===== src/rtl/ascon_pkg.sv =====
// Shared types and constants for the Ascon word packer.
//   packer_state_e : packer FSM states
//   ASCON_PAD_BYTE : padding byte placed after the last message byte
//   ASCON_RATE_W   : rate block width (64)
//   ASCON_WORD_W   : bus word width (32)
//   blk_t          : one rate block
package ascon_pkg;

   typedef enum logic [1:0] {
      S_HI,
      S_LO,
      S_OUT,
      S_PAD
   } packer_state_e;

   localparam logic [7:0]  ASCON_PAD_BYTE = 8'h80;
   localparam int unsigned ASCON_RATE_W   = 64;
   localparam int unsigned ASCON_WORD_W   = 32;

   typedef logic [ASCON_RATE_W-1:0] blk_t;

endpackage


===== src/rtl/ascon_pad_gen.sv =====
// Combinational padder for one 32-bit half of a rate block.
// Ports:
//   word   in  32  message word, byte 0 in [31:24]
//   cnt    in  3   valid bytes (0..4)
//   padded out 32  valid bytes kept, PAD_BYTE at byte cnt, zeros after
//   ovf    out 1   cnt==4: word full, the pad byte belongs to the next half
module ascon_pad_gen
   import ascon_pkg::*;
#(
   parameter logic [7:0] PAD_BYTE = ASCON_PAD_BYTE
) (
   input  logic [ASCON_WORD_W-1:0] word,
   input  logic [2:0]              cnt,
   output logic [ASCON_WORD_W-1:0] padded,
   output logic                    ovf
);

   always_comb begin
      padded = '0;
      for (int unsigned i = 0; i < 4; i++) begin
         if (i < 32'(cnt))
            padded[31-8*i -: 8] = word[31-8*i -: 8];
         else if (i == 32'(cnt))
            padded[31-8*i -: 8] = PAD_BYTE;
      end
      ovf = (cnt == 3'd4);
   end

endmodule


===== src/rtl/ascon_word_packer.sv =====
// Packs 32-bit message words into 64-bit Ascon rate blocks with padding and
// pushes them into the downstream FIFO.
// Ports:
//   clk, rst_n    clock, asynchronous active-low reset
//   flush_i       synchronous clear, aborts the message in progress
//   in_valid_i / in_ready_o / in_data_i / in_last_i / in_bytes_i
//                 word handshake; in_bytes_i = valid bytes in a last word
//   push_o / data_o / last_o / full_i
//                 FIFO side; last_o marks the padded final block
//   blk_cnt_o     (ASCON_PACKER_CNT_EN only) saturating count of pushes
// Optional feature macro: ASCON_PACKER_CNT_EN
module ascon_word_packer
   import ascon_pkg::*;
#(
   parameter int unsigned IN_WIDTH  = 32,
   parameter int unsigned BLK_WIDTH = 64,
   parameter logic [7:0]  PAD_BYTE  = ASCON_PAD_BYTE
) (
   input  logic                 clk,
   input  logic                 rst_n,
   input  logic                 flush_i,
   input  logic                 in_valid_i,
   output logic                 in_ready_o,
   input  logic [IN_WIDTH-1:0]  in_data_i,
   input  logic                 in_last_i,
   input  logic [2:0]           in_bytes_i,
   output logic                 push_o,
   output logic [BLK_WIDTH-1:0] data_o,
   output logic                 last_o,
   input  logic                 full_i
`ifdef ASCON_PACKER_CNT_EN
   ,
   output logic [15:0]          blk_cnt_o
`endif
);

   packer_state_e state_q, state_d;
   blk_t          blk_q, blk_d;
   logic          last_q, last_d;
   logic          pend_q, pend_d;

   logic          accept;
   logic [2:0]    bytes_c;
   logic [2:0]    cnt;
   logic [31:0]   padded;
   logic          ovf;

   // Out-of-range byte counts are clamped to a full word.
   assign bytes_c = (in_bytes_i > 3'd4) ? 3'd4 : in_bytes_i;
   // Non-last words are always treated as full, whatever in_bytes_i says.
   assign cnt     = in_last_i ? bytes_c : 3'd4;

   ascon_pad_gen #(.PAD_BYTE(PAD_BYTE)) u_pad (
      .word   (in_data_i),
      .cnt    (cnt),
      .padded (padded),
      .ovf    (ovf)
   );

   assign in_ready_o = (state_q == S_HI) || (state_q == S_LO);
   assign accept     = in_valid_i && in_ready_o && !flush_i;
   assign push_o     = ((state_q == S_OUT) || (state_q == S_PAD)) && !full_i && !flush_i;
   assign data_o     = (state_q == S_PAD) ? {PAD_BYTE, {(BLK_WIDTH-8){1'b0}}} : blk_q;
   assign last_o     = (state_q == S_PAD) ? 1'b1 : last_q;

   always_comb begin
      state_d = state_q;
      blk_d   = blk_q;
      last_d  = last_q;
      pend_d  = pend_q;
      unique case (state_q)
         S_HI: if (accept) begin
            blk_d[63:32] = padded;
            // A full last word pushes the pad byte into the low half.
            blk_d[31:0]  = (in_last_i && ovf) ? {PAD_BYTE, 24'd0} : 32'd0;
            last_d       = in_last_i;
            state_d      = in_last_i ? S_OUT : S_LO;
         end
         S_LO: if (accept) begin
            blk_d[31:0] = padded;
            // Message ending on a block boundary needs a separate pad block.
            last_d      = in_last_i && !ovf;
            pend_d      = in_last_i && ovf;
            state_d     = S_OUT;
         end
         S_OUT: if (push_o) begin
            state_d = pend_q ? S_PAD : S_HI;
         end
         S_PAD: if (push_o) begin
            state_d = S_HI;
            pend_d  = 1'b0;
         end
         default: state_d = S_HI;
      endcase
      if (flush_i) begin
         state_d = S_HI;
         blk_d   = '0;
         last_d  = 1'b0;
         pend_d  = 1'b0;
      end
   end

   always_ff @(posedge clk or negedge rst_n) begin
      if (!rst_n) begin
         state_q <= S_HI;
         blk_q   <= '0;
         last_q  <= 1'b0;
         pend_q  <= 1'b0;
      end else begin
         state_q <= state_d;
         blk_q   <= blk_d;
         last_q  <= last_d;
         pend_q  <= pend_d;
      end
   end

`ifdef ASCON_PACKER_CNT_EN
   always_ff @(posedge clk or negedge rst_n) begin
      if (!rst_n)
         blk_cnt_o <= '0;
      else if (flush_i)
         blk_cnt_o <= '0;
      else if (push_o && (blk_cnt_o != 16'hFFFF))
         blk_cnt_o <= blk_cnt_o + 16'd1;
   end
`endif

   a_bytes_legal: assert property (@(posedge clk) disable iff (!rst_n)
      (in_valid_i && in_ready_o) |-> (in_bytes_i <= 3'd4));

endmodule


===== config.mk =====
export PLATFORM = sky130hd
export DESIGN_NAME = ascon_word_packer
export DESIGN_NICKNAME = d
export VERILOG_FILES = /design/src/rtl/ascon_pkg.sv /design/src/rtl/ascon_pad_gen.sv /design/src/rtl/ascon_word_packer.sv
export SDC_FILE = /design/constraint.sdc
export NUM_CORES = 1
export LEC_CHECK = 0
export BUFFER_PORTS_ARGS = -buffer_cell sky130_fd_sc_hd__buf_2
export CAP_MARGIN = 20
export CORE_AREA = 3 3 84 102
export CTS_CLUSTER_SIZE = 10
export DETAILED_ROUTE_END_ITERATION = 7
export DIE_AREA = 0 0 87 105
export PLACE_DENSITY = 0.68
export REMOVE_ABC_BUFFERS = 1
export SKIP_LAST_GASP = 1
export SLEW_MARGIN = 20
export SYNTH_ARGS = -nofsm -noshare
export SYNTH_HDL_FRONTEND = slang
export SYNTH_SLANG_ARGS = --single-unit

===== constraint.sdc =====
create_clock -name clk -period 2.67 [get_ports clk]
set_clock_uncertainty 0.1 [all_clocks]
set_input_delay 0.1335 -clock clk [delete_from_list [all_inputs] [get_ports clk]]
set_output_delay 0.1335 -clock clk [all_outputs]
set_load 0.1 [all_outputs]

Yosys cells after proc, flatten, opt, wreduce, memory -nomap -nowiden --
Index checks and enable logic that the tools add are counted. W data, S select, Z words.
Storage, ports and cells: register bits 68, latch bits 0, memory bits (writable) 0, memory bits (read-only) 0, output and inout port bits 67, word-level logic and storage cells 76, memories kept 0
Cells by class: add/subtract/negate cells 0, multiply operators 0, divide/modulo/power cells 0, magnitude comparators 5, equality and inequality tests 11, shifts and indexed selects 0, multiplexer cells 34, bitwise operators 0, reductions and logical operators 21
Operator list (count):
- $mux W64 | 3
- $mux W32 | 3
- $mux W8 | 8
- $pmux W32 S2 | 1
- $mux W2 | 7
- $ne A3 B3 Y1 const B | 4
- $pmux W2 S4 | 1
- $mux W1 | 7
- $eq A2 B3 Y1 const A | 2
- $logic_and A1 B1 Y1 | 6
- $lt A1 B3 Y1 const A | 2
- $lt A2 B3 Y1 const A | 2
- $mux W3 | 2
- $reduce_and A3 Y1 | 2
- $reduce_bool A3 Y1 | 2
- $eq A2 B2 Y1 const B | 2
- $pmux W1 S2 | 2
- $reduce_and A4 Y1 | 1
- $reduce_bool A2 Y1 | 2
- $eq A1 B3 Y1 const A | 1
- $eq A3 B3 Y1 const B | 1
- $gt A3 B3 Y1 const B | 1
- $logic_not A1 Y1 | 3
- $logic_not A3 Y1 | 1
- other kinds (4) | 5

Longest topological paths before layout --
Gate-level depths: netlist (run 1).
depth in word-level cells 9, mapped depth 6, mapped depth without buffers 3

Hierarchy --
From an unflattened synthesis (run 1), not the netlist that was laid out.
Second synthesis, totals: cells, all modules 359, area, all modules 3373.2 um^2
By module, submodules not included:
- ascon_word_packer | instances 1, cells an instance 319, area each 3111.7 um^2, seq. area each 1701.6 um^2
- ascon_pad_gen | instances 1, cells an instance 40, area each 261.5 um^2, seq. area each 0.0 um^2

Worst setup path before layout (run 1) --
Ideal clock, no wire load.
path kind flip-flop to output port, start register state_q[0], end output port data_o[23], arrival time 1865 ps, required time 2437 ps, setup slack 571 ps, stages on the path, launching flop included 6, path buffers 3, cells stage by stage dfrtp_1 buf_2 nand2_1 clkbuf_1 clkbuf_1 and2_1
Between the ends: cells in the longest elaborated chain, start to end 2
Ends and longest elaborated chain:
- start: declaration | RTL line ascon_word_packer.sv:37 | packer_state_e state_q, state_d;
- start signal: assignment | RTL line ascon_word_packer.sv:110 | state_q <= state_d;
- $eq A2 B2 Y1 | RTL line ascon_word_packer.sv:63 | assign data_o = (state_q == S_PAD) ? {PAD_BYTE, {(BLK_WIDTH-8){1'b0}}} : blk_q;
- $mux W64 | RTL line ascon_word_packer.sv:63
- end: declaration | RTL line ascon_word_packer.sv:28 | output logic [BLK_WIDTH-1:0] data_o,
No other way between the ends.

Worst setup path in the final report (run 1) --
Ends and elaborated chain as after synthesis.

==> results of run 1 <==
==> critical path: stages, from the launching register on <==
cell	delay, ns
dfrtp_1	0.51
nand2_1	0.41
buf_4	0.31
and2_1	0.18
buf_2	0.43
==> sequential cells by signal, indices dropped and copies added, names as in the netlist <==
register,flops
last_q,1
pend_q,1
blk_q,64
state_q,2
==> what timing repair did <==
| item | CTS | global route |
|---|---|---|
| hold endpoints to repair | 102 | 0 |
| endpoints found under the setup margin | 0 | 0 |
| hold buffers | 30 | 0 |
==> layout make-up <==
class | count | area, sq um
Clock buffer | 11 | 151.4
Clock inverter | 5 | 35.03
Fill cell | 682 | 3346
Inverter | 6 | 22.52
Multi-Input combinational cell | 212 | 1396
Sequential cell | 68 | 1702
Tap cell | 92 | 115.1
Timing Repair Buffer | 145 | 895.9
==> cell families (layout without fill, tap and decap cells) <==
kind of cell           after synthesis  after routing  synth area share
AOI/OAI and AO/OA                   77             77            0.1777
buffers and inverters               30            167           0.04559
DFF                                 68             68            0.5255
muxes                                4              4           0.01275
and+or+nand+nor                    131            131            0.2384
==> power groups by stage <==
stage	logic, uW	registers, uW	clock network (uW)
floorplan	547	1120	0
global placement	711	1130	0
detailed placement	717	1130	0
CTS	751	1110	809
global route	789	1120	847
finish	747	1110	782
==> cells in the final DEF, fill, tap and decap left out, types with 6 or more instances in the layout <==
cell type and count:
a21oi_1 21, a22o_1 37, a31o_2 6, and2_1 63, and3_1 8, buf_2 107
buf_4 8, clkbuf_8 11, dfrtp_1 68, dlygate4sd3_1 30, inv_1 6, nand2_1 20
nand3_1 16
==> metal layers <==
| layer | up-vias | wire [um] |
|---|---|---|
| met4 | 0 | 364 |
| met1 | 1361 | 3697 |
| met5 | - | 0 |
| li1 | 1353 | - |
| met2 | 85 | 4293 |
| met3 | 27 | 368 |
==> metrics by stage <==
step,instances,instance area [sq um]
detailed placement,493,3831
global route,539,4318
floorplan,286,3113
finish,539,4318
global placement,493,3831
CTS,539,4318
==> worst paths after layout <==
check                                  startpoint                      to  slack [ns]  cells after the start
setup / recovery           state_q[0]$_DFFE_PN0P_              data_o[23]        0.24                      4
hold / removal                         in_valid_i  state_q[1]$_DFFE_PN0P_        0.02                      3
setup reg to reg           state_q[1]$_DFFE_PN0P_   blk_q[12]$_DFFE_PN0P_        0.62                      3
hold reg to reg             blk_q[23]$_DFFE_PN0P_   blk_q[23]$_DFFE_PN0P_        0.39                      1
max in group asynchronous                   rst_n   blk_q[41]$_DFFE_PN0P_        1.42                      4
min in group asynchronous                   rst_n   blk_q[55]$_DFFE_PN0P_        0.32                      3
==> flow_metrics.env, run 1 <==
export IMPL_avgSynthCellArea_sq_um=10.45
export IMPL_h_tree_depth=3
export IMPL_grtUsageMet2=0.3056
export IMPL_ys_flop_type="dfrtp_1"
export IMPL_switching_share=0.3781
export IMPL_relSlewSlack=0.4972
export IMPL_crit_type="reg2out"
export IMPL_cts_resized=0
export IMPL_fin_crit_sh=0.9088
export IMPL_worst_slack_ns=0.2435
export IMPL_synthTopCellsByArea="dfrtp_1 (53%), and2_1 (12%), a22o_1 (10%)"
export IMPL_critPathRequiredTime_ns=2.44
export IMPL_grt_busiest_layer="met2"
export IMPL_wl_per_cell_um=16.18
export IMPL_chipHeight_um=105
export IMPL_finalWirelength_um=8723
export IMPL_p_seq_frac=0.422
export IMPL_use_met1=0.2598
export IMPL_synth_seq_cells=68
export IMPL_rows=35
export IMPL_ioPinCount=108
export IMPL_pwr_share_clk=0.296
export IMPL_syn_inst=310
export IMPL_synth_distinct_cells=37
export IMPL_syn_to_final_growth_pct=33.35
export IMPL_cts_buffers=9
export IMPL_startpoint_type="flop"
export IMPL_gp_congestion=0.8494
export IMPL_period_minus_slack_ns=2.427
export IMPL_maxSlewViolCount=0
export IMPL_grt_max_degree=47
export IMPL_hold_slack_ns=0.02081
export IMPL_max_freq_mhz=412.1
export IMPL_utilization=0.5634
export IMPL_via_per_inst=5.243
export IMPL_pre_cts_ws_ns=0.5975
export IMPL_postRouteAntennaNets=0
export IMPL_run_status="finished, final reports clean"
export IMPL_drive_gt1_frac=0.3199
export IMPL_clkLatencyLatePin_ns=0.34
export IMPL_root_buffer="clkbuf_8"
export IMPL_post_route_drc_count=0
export IMPL_cap_violations=0
export IMPL_grt_use_total=0.1978
export IMPL_grt_overflow=0
export IMPL_yosysTopAreaCellShare=0.5255
export IMPL_synth_seq_area_share=0.5255
export IMPL_yosysTopAreaCell="dfrtp_1"
export IMPL_start_util=0.4225
export IMPL_synth_common_cells="dfrtp_1 (68), and2_1 (63), a22o_1 (37), a21oi_1 (21), nand2_1 (20)"
export IMPL_clockBufferDepth=2
export IMPL_finalPower_uw=2643
export IMPL_intPower_uw=1643
export IMPL_endpoint_kind="output pin"
export IMPL_synth_edff_count=0
export IMPL_die_x_um=87
export IMPL_cts_tree="built"
export IMPL_nets=483
export IMPL_worst_slew_pin_slew_ns=0.7479
export IMPL_grt_pass1_wl_um=14020
export IMPL_synthArstFlopShare=1.000
export IMPL_cts_sinks=68
export IMPL_grt_met3_usage=0.02208
export IMPL_drt_initial_drc_count=179
export IMPL_worstPathArrival_ns=2.19
export IMPL_antenna_found_initial=0
export IMPL_dp_hpwl_um=5868
export IMPL_ir_drop_mv=0.3014
export IMPL_netlist_area_sq_mm=0.003238
export IMPL_hold_viol=0
export IMPL_final_setup_tns_ns=0
export IMPL_via_count=2826
export IMPL_finalSetupViolations=0
export IMPL_drtPass1Iterations=4
export IMPL_first_global_vias=2836
export IMPL_clk_pin_slew_worst_paths_ns=0.07
export IMPL_cp_max_fo=25
export IMPL_hold_class="in2reg"
export IMPL_powerDensity_mw_per_mm2=612.1
export IMPL_antenna_cells=0
export IMPL_io_buffers=107
export IMPL_post_cts_buffers=0
export IMPL_p_switching_uw=999.3
export IMPL_rsz0062_at_grt="false"
export IMPL_yosys_warnings=0
export IMPL_coreArea_sq_mm=0.007664
export IMPL_dieArea_sq_mm=0.009135
export IMPL_p_comb_frac=0.283
export IMPL_synth_most_common_cell="dfrtp_1"
export IMPL_power_leakage_uw=0.002305
Note: power is estimated with default switching activity, not from simulation.
==> inputs of run 2 (changes only) <==
--- a/config.mk
+++ b/config.mk
@@ -5,12 +5,13 @@
 export SDC_FILE = /design/constraint.sdc
 export NUM_CORES = 1
 export LEC_CHECK = 0
+export ABC_AREA = 1
 export BUFFER_PORTS_ARGS = -buffer_cell sky130_fd_sc_hd__buf_2
 export CAP_MARGIN = 20
-export CORE_AREA = 3 3 84 102
+export CORE_AREA = 3 3 86 104
 export CTS_CLUSTER_SIZE = 10
 export DETAILED_ROUTE_END_ITERATION = 7
-export DIE_AREA = 0 0 87 105
+export DIE_AREA = 0 0 89 107
 export PLACE_DENSITY = 0.68
 export REMOVE_ABC_BUFFERS = 1
 export SKIP_LAST_GASP = 1
==> run 2 against run 1 <==
Effect of this change:
- first-iteration DRC count is 23% lower
- cell count is 24% higher
- clock-buffer cell count up 3
- final area increased by 2.3%
- sequential share of layout area shrank 0.90 points
- core utilization down 1.5 points
- non-clock buffer count is 3 lower
- wire length increased by 2.5%
- critical path type unchanged
- critical endpoint is now data_o[48]
- largest cell class unchanged
- largest power group unchanged
==> flow_metrics.env, run 2 <==
export IMPL_r2r_cells=6
export IMPL_hold_class="in2reg"
export IMPL_synthTopCellsByArea="dfrtp_1 (50%), nand2_1 (11%), inv_1 (8.1%)"
export IMPL_final_common_cell="buf_2"
export IMPL_syn_to_final_growth_pct=29.66
export IMPL_cts_tree="built"
export IMPL_worst_slew_pin_slew_ns=0.6473
export IMPL_gp_congestion=0.9141
export IMPL_cp_max_fo=25
export IMPL_regArea_sq_mm=0.001702
export IMPL_synth_common_cells="nand2_1 (99), inv_1 (74), dfrtp_1 (68), nor2_1 (66), o21ai_1 (29)"
export IMPL_critPathRequiredTime_ns=2.44
export IMPL_start_util=0.4227
export IMPL_rrSetupSlack_ns=0.94
export IMPL_post_cts_buffers=0
export IMPL_coreArea_sq_mm=0.008063
export IMPL_synth_distinct_cells=30
export IMPL_grt_max_degree=45
export IMPL_clockBufferDepth=2
export IMPL_multi_input_area_sq_mm=0.001237
export IMPL_drtPass1Iterations=4
export IMPL_via_per_inst=4.920
export IMPL_final_setup_tns_ns=0
export IMPL_die_x_um=89
export IMPL_regToRegEndpoint="blk_q[42]$_DFFE_PN0P_"
export IMPL_h_tree_depth=3
export IMPL_yosysTopAreaCellShare=0.4993
export IMPL_clkLatencyLatePin_ns=0.33
export IMPL_hold_viol=0
export IMPL_postRouteAntennaNets=0
export IMPL_reg2reg_from="state_q[1]$_DFFE_PN0P_"
export IMPL_period_minus_slack_ns=2.276
export IMPL_ioPinCount=108
export IMPL_drt_initial_drc_count=137
export IMPL_first_global_vias=3270
export IMPL_nets=612
export IMPL_fin_crit_sh=0.8526
export IMPL_crit_type="reg2out"
export IMPL_run_status="finished, final reports clean"
export IMPL_synthArstFlopShare=1.000
export IMPL_dieArea_sq_mm=0.009523
export IMPL_root_buffer="clkbuf_8"
export IMPL_largest_register="blk_q"
export IMPL_yosys_warnings=0
export IMPL_biggestRegsByFlops="blk_q x64, state_q x2"
export IMPL_cts_buffers=9
export IMPL_dpl_cell_area_sq_mm=0.003941
export IMPL_yosysTopAreaCell="dfrtp_1"
export IMPL_cts_resized=0
export IMPL_max_freq_mhz=439.3
export IMPL_worstPathArrival_ns=2.04
export IMPL_synth_most_common_cell="nand2_1"
export IMPL_maxSlewViolCount=0
export IMPL_synth_edff_count=0
export IMPL_via_count=3301
export IMPL_dp_hpwl_um=6157
export IMPL_antenna_cells=0
export IMPL_synth_seq_area_share=0.4993
export IMPL_netlist_area_sq_mm=0.003408
export IMPL_rsz0062_at_grt="false"
export IMPL_cts_sinks=68
export IMPL_cap_violations=0
export IMPL_power_leakage_uw=0.002364
export IMPL_antenna_found_initial=0
export IMPL_postCtsHoldBufs=30
export IMPL_avgSynthCellArea_sq_um=7.764
export IMPL_syn_inst=439
export IMPL_layout_common_cells="buf_2 (107), nand2_1 (99), inv_1 (74)"
export IMPL_ys_flop_type="dfrtp_1"
export IMPL_hp_start="in_last_i"
export IMPL_clk_pin_slew_worst_paths_ns=0.06
export IMPL_chipHeight_um=107
export IMPL_ir_drop_mv=0.3968
export IMPL_post_route_drc_count=0
export IMPL_cpMaxStageDelayCell="dfrtp_1"
export IMPL_setup_worst_path_end="data_o[48]"
export IMPL_largest_reg_flops=64
export IMPL_crit_path_max_incr_delay_ns=0.50
export IMPL_finalInstanceArea_sq_mm=0.004419
export IMPL_rows=36
export IMPL_startpoint_type="flop"
export IMPL_worstPathCellList="nand2_1 > inv_2 > buf_4 > nor2_1 > buf_2"
export IMPL_synth_seq_cells=68
export IMPL_grt_overflow=0
export IMPL_relSlewSlack=0.5678
export IMPL_finalWirelength_um=8943
export IMPL_fillers=755
export IMPL_io_buffers=107
export IMPL_endpoint_kind="output pin"
export IMPL_grt_use_total=0.2005
export IMPL_crit_start="state_q[0]$_DFFE_PN0P_"
export IMPL_grt_pass1_wl_um=14980
export IMPL_finalSetupViolations=0
export IMPL_powerDensity_mw_per_mm2=665.1
export IMPL_drive_gt1_frac=0.2431
export IMPL_wl_per_cell_um=13.33
==> run 2: worst max-delay path: cells and delay by family, from the launching register on <==
family                 cells  cell delay [ns]
buffers and inverters      3             0.98
DFF                        1             0.50
and+or+nand+nor            2             0.23
==> run 2: metrics by stage <==
stage,setup WS [ns],util,power (uW),instances,hold WS (ns)
finish,0.3936,0.5481,2939,671,0.02757
detailed placement,0.7277,0.4888,2145,625,0.02400
floorplan,0.2118,-,1933,418,-0.2621
CTS,0.3612,0.5481,2968,671,0.01558
global placement,0.7776,0.4888,2137,625,0.02096
global route,0.2383,0.5481,3070,671,0.05201
==> run 2: area by class of cell <==
class / instances / share of cell area
Inverter: 80 / 0.07022
Clock inverter: 2 / 0.007928
Sequential cell: 68 / 0.3851
Clock buffer: 14 / 0.03228
Multi-Input combinational cell: 270 / 0.2800
Timing Repair Buffer: 142 / 0.1976
Tap cell: 95 / 0.02690
==> run 2: layer usage <==
metal / track usage / up-vias / part of all wire
li1: - / 1616 / -
met1: 0.2624 / 1559 / 0.44
met2: 0.3264 / 112 / 0.49
met3: 0.03151 / 14 / 0.053
met4: 0.08404 / 0 / 0.022
met5: 0 / - / 0
==> run 2: worst min path at each step <==
stage / end / slack [ns] / cells past startpoint
3_5_place_dp: blk_q[52]$_DFFE_PN0P_ / 0.02 / 1
4_1_cts: pend_q$_DFFE_PN0P_ / 0.02 / 3
6_report: pend_q$_DFFE_PN0P_ / 0.03 / 3
2_1_floorplan: blk_q[0]$_DFFE_PN0P_ / -0.26 / 0
5_1_grt: pend_q$_DFFE_PN0P_ / 0.05 / 3
3_3_place_gp: blk_q[52]$_DFFE_PN0P_ / 0.02 / 1
==> run 2: power breakdown <==
part / leakage [uW] / total, uW / internal, uW / switching (uW)
registers: 0.000921 / 1140 / 1100 / 40.8
logic: 0.00135 / 1010 / 188 / 823
clock network: 0.0000887 / 784 / 432 / 352
==> run 2: logic make-up after synthesis <==
| kind of cell | count (synthesis) | synth area share |
|---|---|---|
| AOI/OAI and AO/OA | 58 | 0.09325 |
| buffers and inverters | 101 | 0.1377 |
| DFF | 68 | 0.4993 |
| and+or+nand+nor | 212 | 0.2698 |
